`config.mk`:
```
export PLATFORM = sky130hd
export DESIGN_NAME = code_fetch_server
export DESIGN_NICKNAME = d
export VERILOG_FILES = /design/src/rtl/code_fetch_server.sv
export SDC_FILE = /design/constraint.sdc
export NUM_CORES = 1
export LEC_CHECK = 0
export CAP_MARGIN = 20
export CORE_MARGIN = 5
export CORE_UTILIZATION = 30
export CTS_CLUSTER_SIZE = 40
export DETAILED_ROUTE_END_ITERATION = 12
export GPL_TIMING_DRIVEN = 0
export HOLD_SLACK_MARGIN = 0.03
export PLACE_DENSITY_LB_ADDON = 0.1
export SLEW_MARGIN = 25
export SYNTH_ARGS = -nofsm -noshare
export SYNTH_HDL_FRONTEND = slang
export SYNTH_SLANG_ARGS = --single-unit
```
`constraint.sdc`:
```
create_clock -name sysclk -period 5.2 [get_ports sysclk]
set_input_delay 1.04 -clock sysclk [delete_from_list [all_inputs] [get_ports sysclk]]
set_output_delay 1.04 -clock sysclk [all_outputs]
set_load 0.03 [all_outputs]
```
`src/rtl/code_fetch_server.sv`:
```
// ============================================================================
// Module      : code_fetch_server
// Description : CPU code-fetch responder. Serves 16-bit words from a byte-wide
//               memory bus and keeps a one-word sequential prefetch buffer.
// Revision    : 1.0 - initial release
// ============================================================================
`default_nettype none

module code_fetch_server #(
   parameter int IPR_WIDTH = 16,
   parameter int MEM_AW    = 17,
   parameter int CNT_W     = 16
) (
   input  logic                 sysclk,
   input  logic                 sysreset_n,
   input  logic [IPR_WIDTH-1:0] code_addr,
   output logic [15:0]          code_in,
   output logic                 code_ready,
   output logic [MEM_AW-1:0]    mem_addr,
   output logic                 mem_rd,
   input  logic                 mem_ack,
   input  logic [7:0]           mem_rdata,
   output logic [CNT_W-1:0]     miss_count
);

   typedef enum logic [1:0] {
      ST_IDLE     = 2'd0,
      ST_FETCH_LO = 2'd1,
      ST_FETCH_HI = 2'd2
   } state_t;

   state_t                 r_state,      w_state_nxt;
   logic                   r_code_ready, w_code_ready_nxt;
   logic [15:0]            r_code_in,    w_code_in_nxt;
   logic [MEM_AW-1:0]      r_mem_addr,   w_mem_addr_nxt;
   logic                   r_mem_rd,     w_mem_rd_nxt;
   logic [CNT_W-1:0]       r_miss_count, w_miss_count_nxt;
   logic                   r_pf_valid,   w_pf_valid_nxt;
   logic [IPR_WIDTH-1:0]   r_pf_addr,    w_pf_addr_nxt;
   logic [15:0]            r_pf_data,    w_pf_data_nxt;
   logic [IPR_WIDTH-1:0]   r_fetch_addr, w_fetch_addr_nxt;
   logic [7:0]             r_lo_byte,    w_lo_byte_nxt;

   logic                   w_hit;
   logic                   w_byte_done;
   logic [IPR_WIDTH-1:0]   w_addr_inc;
   logic [CNT_W-1:0]       w_cnt_inc;

   assign w_hit       = r_pf_valid && (code_addr == r_pf_addr);
   assign w_byte_done = r_mem_rd && mem_ack;
   assign w_addr_inc  = code_addr + {{(IPR_WIDTH-1){1'b0}}, 1'b1};
   assign w_cnt_inc   = r_miss_count + {{(CNT_W-1){1'b0}}, 1'b1};

   always_ff @(posedge sysclk or negedge sysreset_n) begin
      if (!sysreset_n) begin
         r_state      <= ST_IDLE;
         r_code_ready <= 1'b0;
         r_code_in    <= '0;
         r_mem_addr   <= '0;
         r_mem_rd     <= 1'b0;
         r_miss_count <= '0;
         r_pf_valid   <= 1'b0;
         r_pf_addr    <= '0;
         r_pf_data    <= '0;
         r_fetch_addr <= '0;
         r_lo_byte    <= '0;
      end else begin
         r_state      <= w_state_nxt;
         r_code_ready <= w_code_ready_nxt;
         r_code_in    <= w_code_in_nxt;
         r_mem_addr   <= w_mem_addr_nxt;
         r_mem_rd     <= w_mem_rd_nxt;
         r_miss_count <= w_miss_count_nxt;
         r_pf_valid   <= w_pf_valid_nxt;
         r_pf_addr    <= w_pf_addr_nxt;
         r_pf_data    <= w_pf_data_nxt;
         r_fetch_addr <= w_fetch_addr_nxt;
         r_lo_byte    <= w_lo_byte_nxt;
      end
   end

   always_comb begin
      w_state_nxt      = r_state;
      w_code_ready_nxt = 1'b0;
      w_code_in_nxt    = r_code_in;
      w_mem_addr_nxt   = r_mem_addr;
      w_mem_rd_nxt     = r_mem_rd;
      w_miss_count_nxt = r_miss_count;
      w_pf_valid_nxt   = r_pf_valid;
      w_pf_addr_nxt    = r_pf_addr;
      w_pf_data_nxt    = r_pf_data;
      w_fetch_addr_nxt = r_fetch_addr;
      w_lo_byte_nxt    = r_lo_byte;

      case (r_state)
         ST_IDLE: begin
            w_mem_rd_nxt = 1'b0;
            if (w_hit) begin
               // Deliver buffered word and immediately prefetch the next one
               w_code_ready_nxt = 1'b1;
               w_code_in_nxt    = r_pf_data;
               w_pf_valid_nxt   = 1'b0;
               w_fetch_addr_nxt = w_addr_inc;
               w_mem_addr_nxt   = {w_addr_inc, 1'b0};
            end else begin
               if (!(&r_miss_count)) begin
                  w_miss_count_nxt = w_cnt_inc;
               end
               w_fetch_addr_nxt = code_addr;
               w_mem_addr_nxt   = {code_addr, 1'b0};
            end
            w_state_nxt = ST_FETCH_LO;
         end

         ST_FETCH_LO: begin
            // Request rises one cycle after entry so mem_rd always has a gap between bytes
            if (!r_mem_rd) begin
               w_mem_rd_nxt = 1'b1;
            end else if (w_byte_done) begin
               w_lo_byte_nxt  = mem_rdata;
               w_mem_rd_nxt   = 1'b0;
               w_mem_addr_nxt = {r_fetch_addr, 1'b1};
               w_state_nxt    = ST_FETCH_HI;
            end
         end

         ST_FETCH_HI: begin
            if (!r_mem_rd) begin
               w_mem_rd_nxt = 1'b1;
            end else if (w_byte_done) begin
               w_pf_data_nxt  = {mem_rdata, r_lo_byte};
               w_pf_addr_nxt  = r_fetch_addr;
               w_pf_valid_nxt = 1'b1;
               w_mem_rd_nxt   = 1'b0;
               w_state_nxt    = ST_IDLE;
            end
         end

         default: begin
            w_mem_rd_nxt = 1'b0;
            w_state_nxt  = ST_IDLE;
         end
      endcase
   end

   assign code_ready = r_code_ready;
   assign code_in    = r_code_in;
   assign mem_addr   = r_mem_addr;
   assign mem_rd     = r_mem_rd;
   assign miss_count = r_miss_count;

endmodule

`default_nettype wire

```
==> impl_results.md, run 1 <==
* GPL Wtd Cong at 0.785
* Root buffer cell: clkbuf_16
* Sequential area share after synthesis at 54.8%
* Critical Path RT at 5.45 ns
* Crit-path slowest cell: clkdlybuf4s50_1
* Nets at roughly 550
* Lkg Pwr at between 0.002 and 0.003 uW
* Design area at between 6000 and 7000 um2
* Rel. slew slack at 51.8%
* # clock sinks at 110
* Post-synth EDFFs at 0
* Clk Latency, worst-skew pair at approximately 0.36 ns
* Worst Clk Skew at 0.0121 ns
* DR vias/cell at around 4.7
* Synth area leader: dfrtp_1
* Status: complete, no violations
* Mapped Cells at about 430
* Port Buf Inserts at 77
* Worst Path Buf+Inv at 2
* Highest Clock Rate at 0.330 GHz
* Peak fanout along the critical path at 10
* CTS max path bufs at 2
* Die boundary width at approximately 140 um
* Share of post-route cells with drive strength above 1 at 16.3%
* N_diodes at 0
* Initial Util at 30.4%
* Final Setup Violations at 0
* CTS HTree Levels at 3
* Maximum vdd drop at between 200 and 300 uV
* P&R area growth vs syn at 27.4%
* Drt initial violations at 137
* 1st-pass router iterations at 4
* Tmin final at 3.03 ns
* Share of the synthesized area in the top cell type at 54.8%
* Synth Warn # at 0
* DP Area at 6100 um2
* Post-Synthesis Cell Area at about 5000 um2
* Post-synth top cells: dfrtp_1 (110), nand2_1 (47), mux2_2 (40), a21oi_1 (27), xor2_1 (27)
* Initial antenna violation count at 0
* Total gr overflow at 0
* R2R depth at 8
* Worst path arrival time at 3.28 ns
* Type of the worst min-delay path: flip-flop to flip-flop
* DRC viols at 0
* Worst-path clk slew at 0.08 ns
* Max-cap viol count at 0
* Via count at about 3.5k
* Cell Pwr Density at 539 nW/um2
* CTS tree: done
* Mapped Nets at 465
* Hold Worst Slack at around 0.48 ns
* Routed Antenna Nets at 0
* Number of I/O pins at 78
* Crit start category: input pin
* # resized after CTS at 0
* Setup TNS Final at 0 ns
* Area contributors post-synth: dfrtp_1 (55%), mux2_2 (9.0%), xor2_1 (4.7%)
* RSZ-0062 raised after global routing: false
* FF+latch count, synth at 110
* CP endpoint kind: flip-flop
* Slowest stage delay, CP at roughly 0.52 ns
* Post-CTS Repair Setup Buffers at 0
* HPWL after DPL at roughly 9000 um
* Pin count of the biggest net entering global routing at 63
* Final worst-path cycle share at ~60%
* Filler cells at between 1.5k and 2k
* TritonCTS Buffers at 9
* Min-Delay Path Depth at 2
* Die height at 139 um
* Crit-path cells: clkdlybuf4s50_1, xor2_1, nor4_4, nand4_4, nor2_4, nand2_4, buf_6, mux2_4
* Site Rows at 47
* Async set-or-reset flop fraction in the synthesized netlist at 100%
* WP depth at 8
* Die area at between 15,000 and 20,000 um2
* Most frequent cell after synthesis: dfrtp_1
* Final WL at ~13,000 um
* Max-slew violations at 0
* Core Box Area at about 17,000 um2
* Routed len/inst at about 17 um
* All-Layer GR Usage at about 14%
* Vias in the first global route at 3,680
* Yosys cell types at 38
* Post-synthesis area per instance at between 10 and 15 um2
* First-pass GRT wire length at roughly 21,000 um
* Crit path max-delay family: simple AND/OR/NAND/NOR gates
* Setup CP Type: input pin to flip-flop
* Final hold vios at 0
* Worst-margin pin slew at 0.724 ns
* Ys flop type: dfrtp_1
* Hold Buf Count CTS at 0
## sequential cells by signal (all words and copies together), names as in the netlist
| signal | count |
|---|---|
| code_ready | 1 |
| r_pf_addr | 16 |
| r_pf_data | 16 |
| r_lo_byte | 8 |
| r_pf_valid | 1 |
| mem_rd | 1 |
| code_in | 16 |
| mem_addr | 17 |
| miss_count | 16 |
| r_state | 2 |
| r_fetch_addr | 16 |
## where the power goes
part           total (uW)  switching (uW)  internal (uW)  leakage, uW
Combinational        1350             805            544      0.00129
Sequential           1390             216           1170      0.00139
Clock                 706             364            342     0.000147
## final timing paths
check,start,endpoint,slack [ns]
min,r_lo_byte[4],r_lo_byte[4],0.48
min reg2reg,r_lo_byte[4],r_lo_byte[4],0.48
min in group asynchronous,sysreset_n,miss_count[9],0.60
max reg2reg,r_state[1],mem_addr[15],2.76
max,code_addr[10],code_in[8],2.17
max in group asynchronous,sysreset_n,code_in[13],3.91
## worst reg2reg max path, stage by stage, from the launching register on
cell and delay [ns]:
dfrtp_1 0.40, inv_1 0.10, ha_1 0.15, clkbuf_1 0.41, nand2b_1 0.41, clkbuf_1 0.38
and3_1 0.28, a21oi_1 0.10, o21ai_1 0.08
## layer usage
layer | up-vias | GRT usage (%) | part of all wire (%)
li1 | 1684 | - | -
met1 | 1736 | 18.8 | 48
met2 | 70 | 21.2 | 46
met3 | 13 | 3.57 | 4.6
met4 | 0 | 3.40 | 1.0
met5 | - | 0 | 0
## layout make-up
class	count	area (um2)	area share (%)
Multi-Input combinational cell	295	2140	33.5
Timing Repair Buffer	78	800	12.5
Inverter	10	37.5	0.587
Buffer	18	86.3	1.35
Clock buffer	9	225	3.52
Tap cell	220	275	4.30
Clock inverter	7	73.8	1.15
Sequential cell	110	2750	43.0
## cell families after synthesis
logic type               share of synthesized area (%)
XOR/XNOR                                          8.02
multiplexers                                      11.9
AO/OA/AOI/OAI                                     6.06
flip-flops                                        54.8
adder cells (fa/ha/maj)                           1.25
buffers and inverters                             2.47
AND/OR/NAND/NOR                                   15.5
## placed cells by master (no fill, tap or decap), types with 2 or more instances in the layout
cell type        synthesis  routed
dfrtp_1                110     110
a21oi_1                 27      27
nor2_1                  26      26
xnor2_1                 19      19
mux2_4                   9       9
inv_8                    0       2
clkdlybuf4s50_1          0      76
nor4_1                   4       4
inv_6                    0       2
inv_1                   10      10
nand4_1                  6       6
and3_1                  11      11
nand3_1                 13      13
clkbuf_16                0       9
and2_1                   4       4
nor3_1                  10      10
o21ai_1                 13      13
and4_1                   2       2
mux2_2                  40      40
buf_6                    2       3
clkbuf_1                14      14
clkinv_4                 0       2
nor4_4                   4       4
ha_1                     5       5
nand2_1                 47      47
nor3_2                   5       5
xor2_1                  27      27
a22oi_1                  6       6
o21ai_0                  5       5
## through the flow
stage               setup WS [ns]  std cells  utilization [%]  total power, uW
finish                       2.17        747             38.7             3450
global route                 2.00        747             38.7             3680
CTS                          2.13        747             38.7             3500
detailed placement           1.74        731             36.9             2780
global placement            -1.39        730             36.7             2760
floorplan                    2.62        433                -             2240
Note: power is estimated with default switching activity, not from simulation.
==> inputs of run 2 (changes only) <==
==> constraint.sdc (replaced) <==
create_clock -name sysclk -period 2.7 [get_ports sysclk]
set_input_delay 0.54 -clock sysclk [delete_from_list [all_inputs] [get_ports sysclk]]
set_output_delay 0.54 -clock sysclk [all_outputs]
set_load 0.03 [all_outputs]
==> results of run 2 <==
Same layout as run 1 (identical final DEF). Status: complete, no violations.
Among the figures that moved: setup slack after placement 1.74 ns -> -0.264 ns; setup slack after layout 2.17 ns -> 0.168 ns; hold slack 0.475 ns -> 0.105 ns; register-to-register setup slack 2.76 ns -> 0.26 ns; total power 3450 uW -> 6640 uW; worst IR drop on VDD 266 uV -> 513 uV
